===== src/rtl/ex_muldiv_hilo_if.sv =====
// ex_muldiv_hilo_if: EX-stage operand/result bundle between the ID/EX register, the HI/LO unit and the EX result mux
interface ex_muldiv_hilo_if #(parameter int ANCHO = 32);
    logic             valido_EX;
    logic [1:0]       alu_operacion_EX;
    logic [5:0]       funct_EX;
    logic [ANCHO-1:0] dr1_EX;
    logic [ANCHO-1:0] dr2_EX;
    logic [ANCHO-1:0] hi;
    logic [ANCHO-1:0] lo;
    logic [ANCHO-1:0] resultado_mf;
    logic             es_mf;
    logic             ocupado;
    logic             detener;
    logic             listo;
    modport master (
        output valido_EX, alu_operacion_EX, funct_EX, dr1_EX, dr2_EX,
        input  hi, lo, resultado_mf, es_mf, ocupado, detener, listo
    );
    modport slave (
        input  valido_EX, alu_operacion_EX, funct_EX, dr1_EX, dr2_EX,
        output hi, lo, resultado_mf, es_mf, ocupado, detener, listo
    );
endinterface


===== src/rtl/ex_muldiv_hilo.sv =====
// ex_muldiv_hilo: iterative MULT/DIV unit owning HI/LO; MULDIV_CERO_RAPIDO_EN finishes zero-operand ops early
module ex_muldiv_hilo #(parameter int ANCHO = 32) (
    input logic             clk,
    input logic             reset,
    ex_muldiv_hilo_if.slave bus
);
    localparam int CW = $clog2(ANCHO);
    localparam logic [CW-1:0] ULTIMO = CW'(ANCHO - 1);
    typedef enum logic [1:0] {INACTIVO, CALC, AJUSTE} estado_t;
    estado_t            estado;
    logic [CW-1:0]      contador;
    logic [2*ANCHO-1:0] acc, acc_mul, acc_div, prod;
    logic [ANCHO-1:0]   b, q, r, mag1, mag2, hi_r, lo_r;
    logic [ANCHO:0]     suma, resta;
    logic               es_div, neg_q, neg_r, listo_r;
    logic               op_ok, es_md, es_conocida, s1, s2, div_cero;
    always_comb begin
        op_ok       = bus.valido_EX && bus.alu_operacion_EX == 2'b10;
        es_md       = op_ok && bus.funct_EX[5:2] == 4'b0110;
        es_conocida = op_ok && bus.funct_EX[5:4] == 2'b01 && !bus.funct_EX[2];
        s1          = !bus.funct_EX[0] && bus.dr1_EX[ANCHO-1];
        s2          = !bus.funct_EX[0] && bus.dr2_EX[ANCHO-1];
        mag1        = s1 ? -bus.dr1_EX : bus.dr1_EX;
        mag2        = s2 ? -bus.dr2_EX : bus.dr2_EX;
        div_cero    = bus.funct_EX[1] && bus.dr2_EX == '0;
        // multiply: low half starts as the multiplier and shifts out as the product shifts in
        suma        = {1'b0, acc[2*ANCHO-1:ANCHO]} + (acc[0] ? {1'b0, b} : '0);
        acc_mul     = {suma, acc[ANCHO-1:1]};
        // restoring divide: upper half is the partial remainder, low half collects quotient bits
        resta       = acc[2*ANCHO-1:ANCHO-1] - {1'b0, b};
        acc_div     = resta[ANCHO] ? {acc[2*ANCHO-2:0], 1'b0}
                                   : {resta[ANCHO-1:0], acc[ANCHO-2:0], 1'b1};
        prod        = neg_q ? -acc : acc;
        q           = neg_q ? -acc[ANCHO-1:0] : acc[ANCHO-1:0];
        r           = neg_r ? -acc[2*ANCHO-1:ANCHO] : acc[2*ANCHO-1:ANCHO];
    end
    always_ff @(posedge clk or negedge reset) begin
        if (!reset) begin
            estado   <= INACTIVO;
            contador <= '0;
            acc      <= '0;
            b        <= '0;
            es_div   <= 1'b0;
            neg_q    <= 1'b0;
            neg_r    <= 1'b0;
            hi_r     <= '0;
            lo_r     <= '0;
            listo_r  <= 1'b0;
        end else begin
            listo_r <= 1'b0;
            case (estado)
                INACTIVO: begin
                    if (es_md) begin
                        es_div   <= bus.funct_EX[1];
                        neg_q    <= (s1 ^ s2) && !div_cero;
                        neg_r    <= s1;
                        b        <= bus.funct_EX[1] ? mag2 : mag1;
                        acc      <= {{ANCHO{1'b0}}, bus.funct_EX[1] ? mag1 : mag2};
                        contador <= '0;
                        estado   <= CALC;
`ifdef MULDIV_CERO_RAPIDO_EN
                        if (div_cero || (!bus.funct_EX[1] && (bus.dr1_EX == '0 || bus.dr2_EX == '0))) begin
                            acc     <= div_cero ? {mag1, {ANCHO{1'b1}}} : '0;
                            estado  <= AJUSTE;
                            listo_r <= 1'b1;
                        end
`endif
                    end else if (op_ok && bus.funct_EX == 6'h11) begin
                        hi_r <= bus.dr1_EX;
                    end else if (op_ok && bus.funct_EX == 6'h13) begin
                        lo_r <= bus.dr1_EX;
                    end
                end
                CALC: begin
                    acc      <= es_div ? acc_div : acc_mul;
                    contador <= contador + 1'b1;
                    if (contador == ULTIMO) begin
                        estado  <= AJUSTE;
                        listo_r <= 1'b1;
                    end
                end
                AJUSTE: begin
                    hi_r   <= es_div ? r : prod[2*ANCHO-1:ANCHO];
                    lo_r   <= es_div ? q : prod[ANCHO-1:0];
                    estado <= INACTIVO;
                end
                default: estado <= INACTIVO;
            endcase
        end
    end
    assign bus.hi           = hi_r;
    assign bus.lo           = lo_r;
    assign bus.listo        = listo_r;
    assign bus.ocupado      = estado != INACTIVO;
    assign bus.detener      = bus.ocupado && es_conocida;
    assign bus.es_mf        = op_ok && (bus.funct_EX == 6'h10 || bus.funct_EX == 6'h12);
    assign bus.resultado_mf = !op_ok ? '0 : bus.funct_EX == 6'h10 ? hi_r : bus.funct_EX == 6'h12 ? lo_r : '0;
endmodule


===== src/flat_wrapper.sv =====
// flat-port wrapper written by rule: the top's interface ports become plain ports
module ex_muldiv_hilo_flat 
#(parameter int ANCHO = 32)
  (clk, reset, bus_valido_EX, bus_alu_operacion_EX, bus_funct_EX, bus_dr1_EX, bus_dr2_EX, bus_hi, bus_lo, bus_resultado_mf, bus_es_mf, bus_ocupado, bus_detener, bus_listo);
  ex_muldiv_hilo_if #(.ANCHO(ANCHO)) bus_i ();
  input logic clk;
  input logic reset;
  input wire logic [$bits(bus_i.valido_EX)-1:0] bus_valido_EX;
  input wire logic [$bits(bus_i.alu_operacion_EX)-1:0] bus_alu_operacion_EX;
  input wire logic [$bits(bus_i.funct_EX)-1:0] bus_funct_EX;
  input wire logic [$bits(bus_i.dr1_EX)-1:0] bus_dr1_EX;
  input wire logic [$bits(bus_i.dr2_EX)-1:0] bus_dr2_EX;
  output wire logic [$bits(bus_i.hi)-1:0] bus_hi;
  output wire logic [$bits(bus_i.lo)-1:0] bus_lo;
  output wire logic [$bits(bus_i.resultado_mf)-1:0] bus_resultado_mf;
  output wire logic [$bits(bus_i.es_mf)-1:0] bus_es_mf;
  output wire logic [$bits(bus_i.ocupado)-1:0] bus_ocupado;
  output wire logic [$bits(bus_i.detener)-1:0] bus_detener;
  output wire logic [$bits(bus_i.listo)-1:0] bus_listo;
  assign bus_i.valido_EX = bus_valido_EX;
  assign bus_i.alu_operacion_EX = bus_alu_operacion_EX;
  assign bus_i.funct_EX = bus_funct_EX;
  assign bus_i.dr1_EX = bus_dr1_EX;
  assign bus_i.dr2_EX = bus_dr2_EX;
  assign bus_hi = bus_i.hi;
  assign bus_lo = bus_i.lo;
  assign bus_resultado_mf = bus_i.resultado_mf;
  assign bus_es_mf = bus_i.es_mf;
  assign bus_ocupado = bus_i.ocupado;
  assign bus_detener = bus_i.detener;
  assign bus_listo = bus_i.listo;
  ex_muldiv_hilo #(.ANCHO(ANCHO)) u_core (.clk(clk), .reset(reset), .bus(bus_i));
endmodule

===== config.mk =====
export PLATFORM = sky130hd
export DESIGN_NAME = ex_muldiv_hilo_flat
export DESIGN_NICKNAME = d
export VERILOG_FILES = /design/src/rtl/ex_muldiv_hilo_if.sv /design/src/rtl/ex_muldiv_hilo.sv /design/src/flat_wrapper.sv
export SDC_FILE = /design/constraint.sdc
export NUM_CORES = 1
export LEC_CHECK = 0
export CAP_MARGIN = 20
export CORE_AREA = 2 2 172 174
export DETAILED_ROUTE_END_ITERATION = 7
export DIE_AREA = 0 0 174 176
export GPL_TIMING_DRIVEN = 1
export PLACE_DENSITY_LB_ADDON = 0.25
export SLEW_MARGIN = 40
export SYNTH_ARGS = -nofsm -noshare
export SYNTH_HDL_FRONTEND = slang
export SYNTH_SLANG_ARGS = --single-unit

===== constraint.sdc =====
create_clock -name clk -period 9.8 [get_ports clk]
set_clock_uncertainty 0.15 [all_clocks]
set_input_delay 2.94 -clock clk [delete_from_list [all_inputs] [get_ports clk]]
set_output_delay 2.94 -clock clk [all_outputs]
set_load 0.005 [all_outputs]

==> impl_results.md <==
* Outcome: finished, final reports clean
* Register area share after synthesis at 27.5%
* Rows at 62
* DR WL/cell at 22.2 um
* Num CTS Buffers at 17
* Initial Utilization at 54.5%
* YS warnings at 0
* Insertion delay to the later sink of the worst-skew pair at 0.45 ns
* Lkg Pwr at 7.65 nW
* Final min period at 8.39 ns
* Post-CTS Resized at 0
* Main combinational cell family by area after synthesis: compound AO/OA/AOI/OAI gates
* Critical Path AT at 5.30 ns
* Synth Register Bits at 171
* First-pass GRT wire length at 87700 um
* Gr usage total at 36.3%
* Post-synth ARST share at 100%
* Post-synth top area cell: dfrtp_1
* Synthesized area at 15600 um2
* CP delay by family, top: simple AND/OR/NAND/NOR gates
* CP endpoint kind: primary output
* Slew @ Worst Pin at 0.921 ns
* Starting DRT DRC Count at 1988
* GRT met3 Usage at 7.26%
* Vias/cell at 6.53
* Post-synthesis mux area share at 5.28%
* Initial antenna violation count at 0
* Die area at 30600 um2
* Synth Area in Compound Gates at 24.6%
* Fin crit share at 85.6%
* Clock transition at path regs at 0.07 ns
* Gr busiest metal: met2
* Synth top area share at 27.5%
* Critical path buffers and inverters at 2
* Most common cell after layout, fill and taps aside: nor2_1
* Number of global-route vias before repair at 15300
* Met2 usage at 55.2%
* Post-Synth XOR/XNOR Area at 9.45%
* Fraction of layout cells with a size suffix above 1 at 4.48%
* Grt total ovfl at 0
* H-tree levels at 4
* Setup CP Type: input port to primary output
* Synthesized instance count at 2046
* Mean Syn Cell Area at 7.61 um2
* Fraction of the mapped netlist area in simple logic gates at 22.3%
* Max cap viols at 0
* Startpoint types: input port
* WP data required at 6.71 ns
* Filler instances at 2597
* Final Hold Fails at 0
* Slew HR at 38.0%
* # IOs at 175
* Synth top area cells: dfrtp_1 (27%), nor2_1 (6.4%), xnor2_1 (6.0%)
* Drt total wl at 56000 um
* Vias at 16500
* Drt pass-1 iters at 6
* Clock buffer depth at 2
* Layout area overhead at 16.8%
* Adder-cell share of the synthesized area at 5.88%
* Final Setup Violations at 0
* Setup TNS at 0 ns
* EDFF count, synth at 0
* Netlist cell types at 70
* ANT nets after route at 0
* Max incr delay on CP at 0.73 ns
* Die Wd at 174 um
* Power Density at 249 nW/um2
* Placed wire-length estimate at 42900 um
* Critical-path maximum fanout at 33
* RSZ-0062 raised after global routing: no
* CP most frequent cell: clkdlybuf4s50_1
* Layout Nets at 2279
* CTS Sinks at 171
* I/O Buffers at 174
* VDD IR-drop max at 0.159 mV
* Ys flop type: dfrtp_1
* Largest net degree at the start of global routing at 104
* Slowest CP cell: or3_2
* CP Cell Sequence: clkdlybuf4s50_1 > nor4b_1 > nand3_1 > or3_2 > nor2_1 > clkdlybuf4s50_1
* Clk root buf: clkbuf_16
* Area of the multi-input gates at 10600 um2
* Ant diodes at 0
* Max Transition Viols Final at 0
* Die Y-Extent at 176 um
* Syn nets at 2193
* Residual DRC at 0
* Post-CTS Setup Bufs at 0
* Grt met1 use at 50.7%
* Design area at 18200 um2
* Core region area at 28500 um2
* Commonest cells after routing, fill and taps aside: nor2_1 (263), nand2_1 (198), clkdlybuf4s50_1 (172), dfrtp_1 (170), o21ai_0 (158)
* Placer Congestion at 1.00
* CTS Hold Buffers Added at 0
* CTS tree: done
* Worst hold path class: register to register
* Placed Instance Area at 17600 um2
* Area occupied by registers at 4280 um2
* Fmax at 0.119 GHz
sequential cells by signal (all words and copies together) (netlist names):
register,count
u_core.b,32
u_core.neg_r,1
u_core.es_div,1
u_core.bus.lo,32
u_core.contador,5
u_core.neg_q,1
u_core.acc,64
u_core.bus.listo,1
u_core.bus.hi,32
u_core.estado,2
power breakdown:
group          internal (W)  leakage, nW  switching (W)  total, W
Sequential         0.000869         2.05       0.000356   0.00122
Combinational       0.00104         5.31        0.00156   0.00260
Clock              0.000366        0.290       0.000347  0.000712
kinds of logic after synthesis:
logic type / after synthesis
AOI/OAI and AO/OA: 606
xor gates and xnor gates: 168
adders and majority gates: 72
buffers and inverters: 201
DFF: 171
muxes: 82
and+or+nand+nor: 746
per-layer routing:
| metal | share of wire, % | up-vias |
|---|---|---|
| met5 | 0 | - |
| met4 | 4.2 | 0 |
| met3 | 12 | 147 |
| met2 | 43 | 1011 |
| met1 | 42 | 7814 |
| li1 | - | 7531 |
synth_stat cells (all sizes together) (13+ instances only):
cell / instances
a211oi: 39
a21o: 32
a21oi: 158
a22oi: 22
a31oi: 31
and3: 18
buf: 20
clkbuf: 108
dfrtp: 171
ha: 70
inv: 73
mux2i: 81
nand2: 198
nand2b: 26
nand3: 80
nand4: 13
nor2: 268
nor3: 33
nor4: 17
o211ai: 21
o21ai: 158
o31ai: 49
or3: 22
xnor2: 106
xor2: 62
metrics by stage:
step / std cells / setup WS [ns] / util [%] / hold slack, ns / power (W)
6_report: 2528 / 1.41 / 63.7 / 0.339 / 0.00453
5_1_grt: 2528 / 1.18 / 63.7 / 0.365 / 0.00481
4_1_cts: 2528 / 1.41 / 63.7 / 0.336 / 0.00444
3_5_place_dp: 2497 / 1.41 / 61.6 / 0.320 / 0.00373
3_3_place_gp: 2494 / 1.36 / 61.2 / 0.315 / 0.00366
2_1_floorplan: 2046 / 2.48 / - / 0.300 / 0.00294
final timing paths:
kind                            startpoint                   end  slack [ns]  cells past startpoint
max in group asynchronous            reset      u_core.bus.hi[9]        5.99                      2
min reg2reg                    u_core.b[7]           u_core.b[7]        0.34                      2
min in group asynchronous            reset      u_core.bus.lo[4]        2.32                      1
min                            u_core.b[7]           u_core.b[7]        0.34                      2
max reg2reg                  u_core.acc[0]        u_core.acc[61]        5.05                     12
max                        bus_funct_EX[5]  bus_resultado_mf[11]        1.41                      6
worst reg2reg max path, delay by kind of cell (launching register included):
family	cells	cell delay, ns
compound gates	6	2.11
simple gates	4	0.99
buf+inv	1	0.55
flops	1	0.51
fa+ha+maj	1	0.39
final cells by class:
type	count	share of cell area [%]
multi-input combinational	1674	58.4
sequential	171	23.5
timing repair buffer	195	10.7
tap	384	2.64
clock buffer	17	2.34
inverter	73	1.51
clock inverter	14	0.963
No activity file was read; power rests on OpenSTA's default activity.
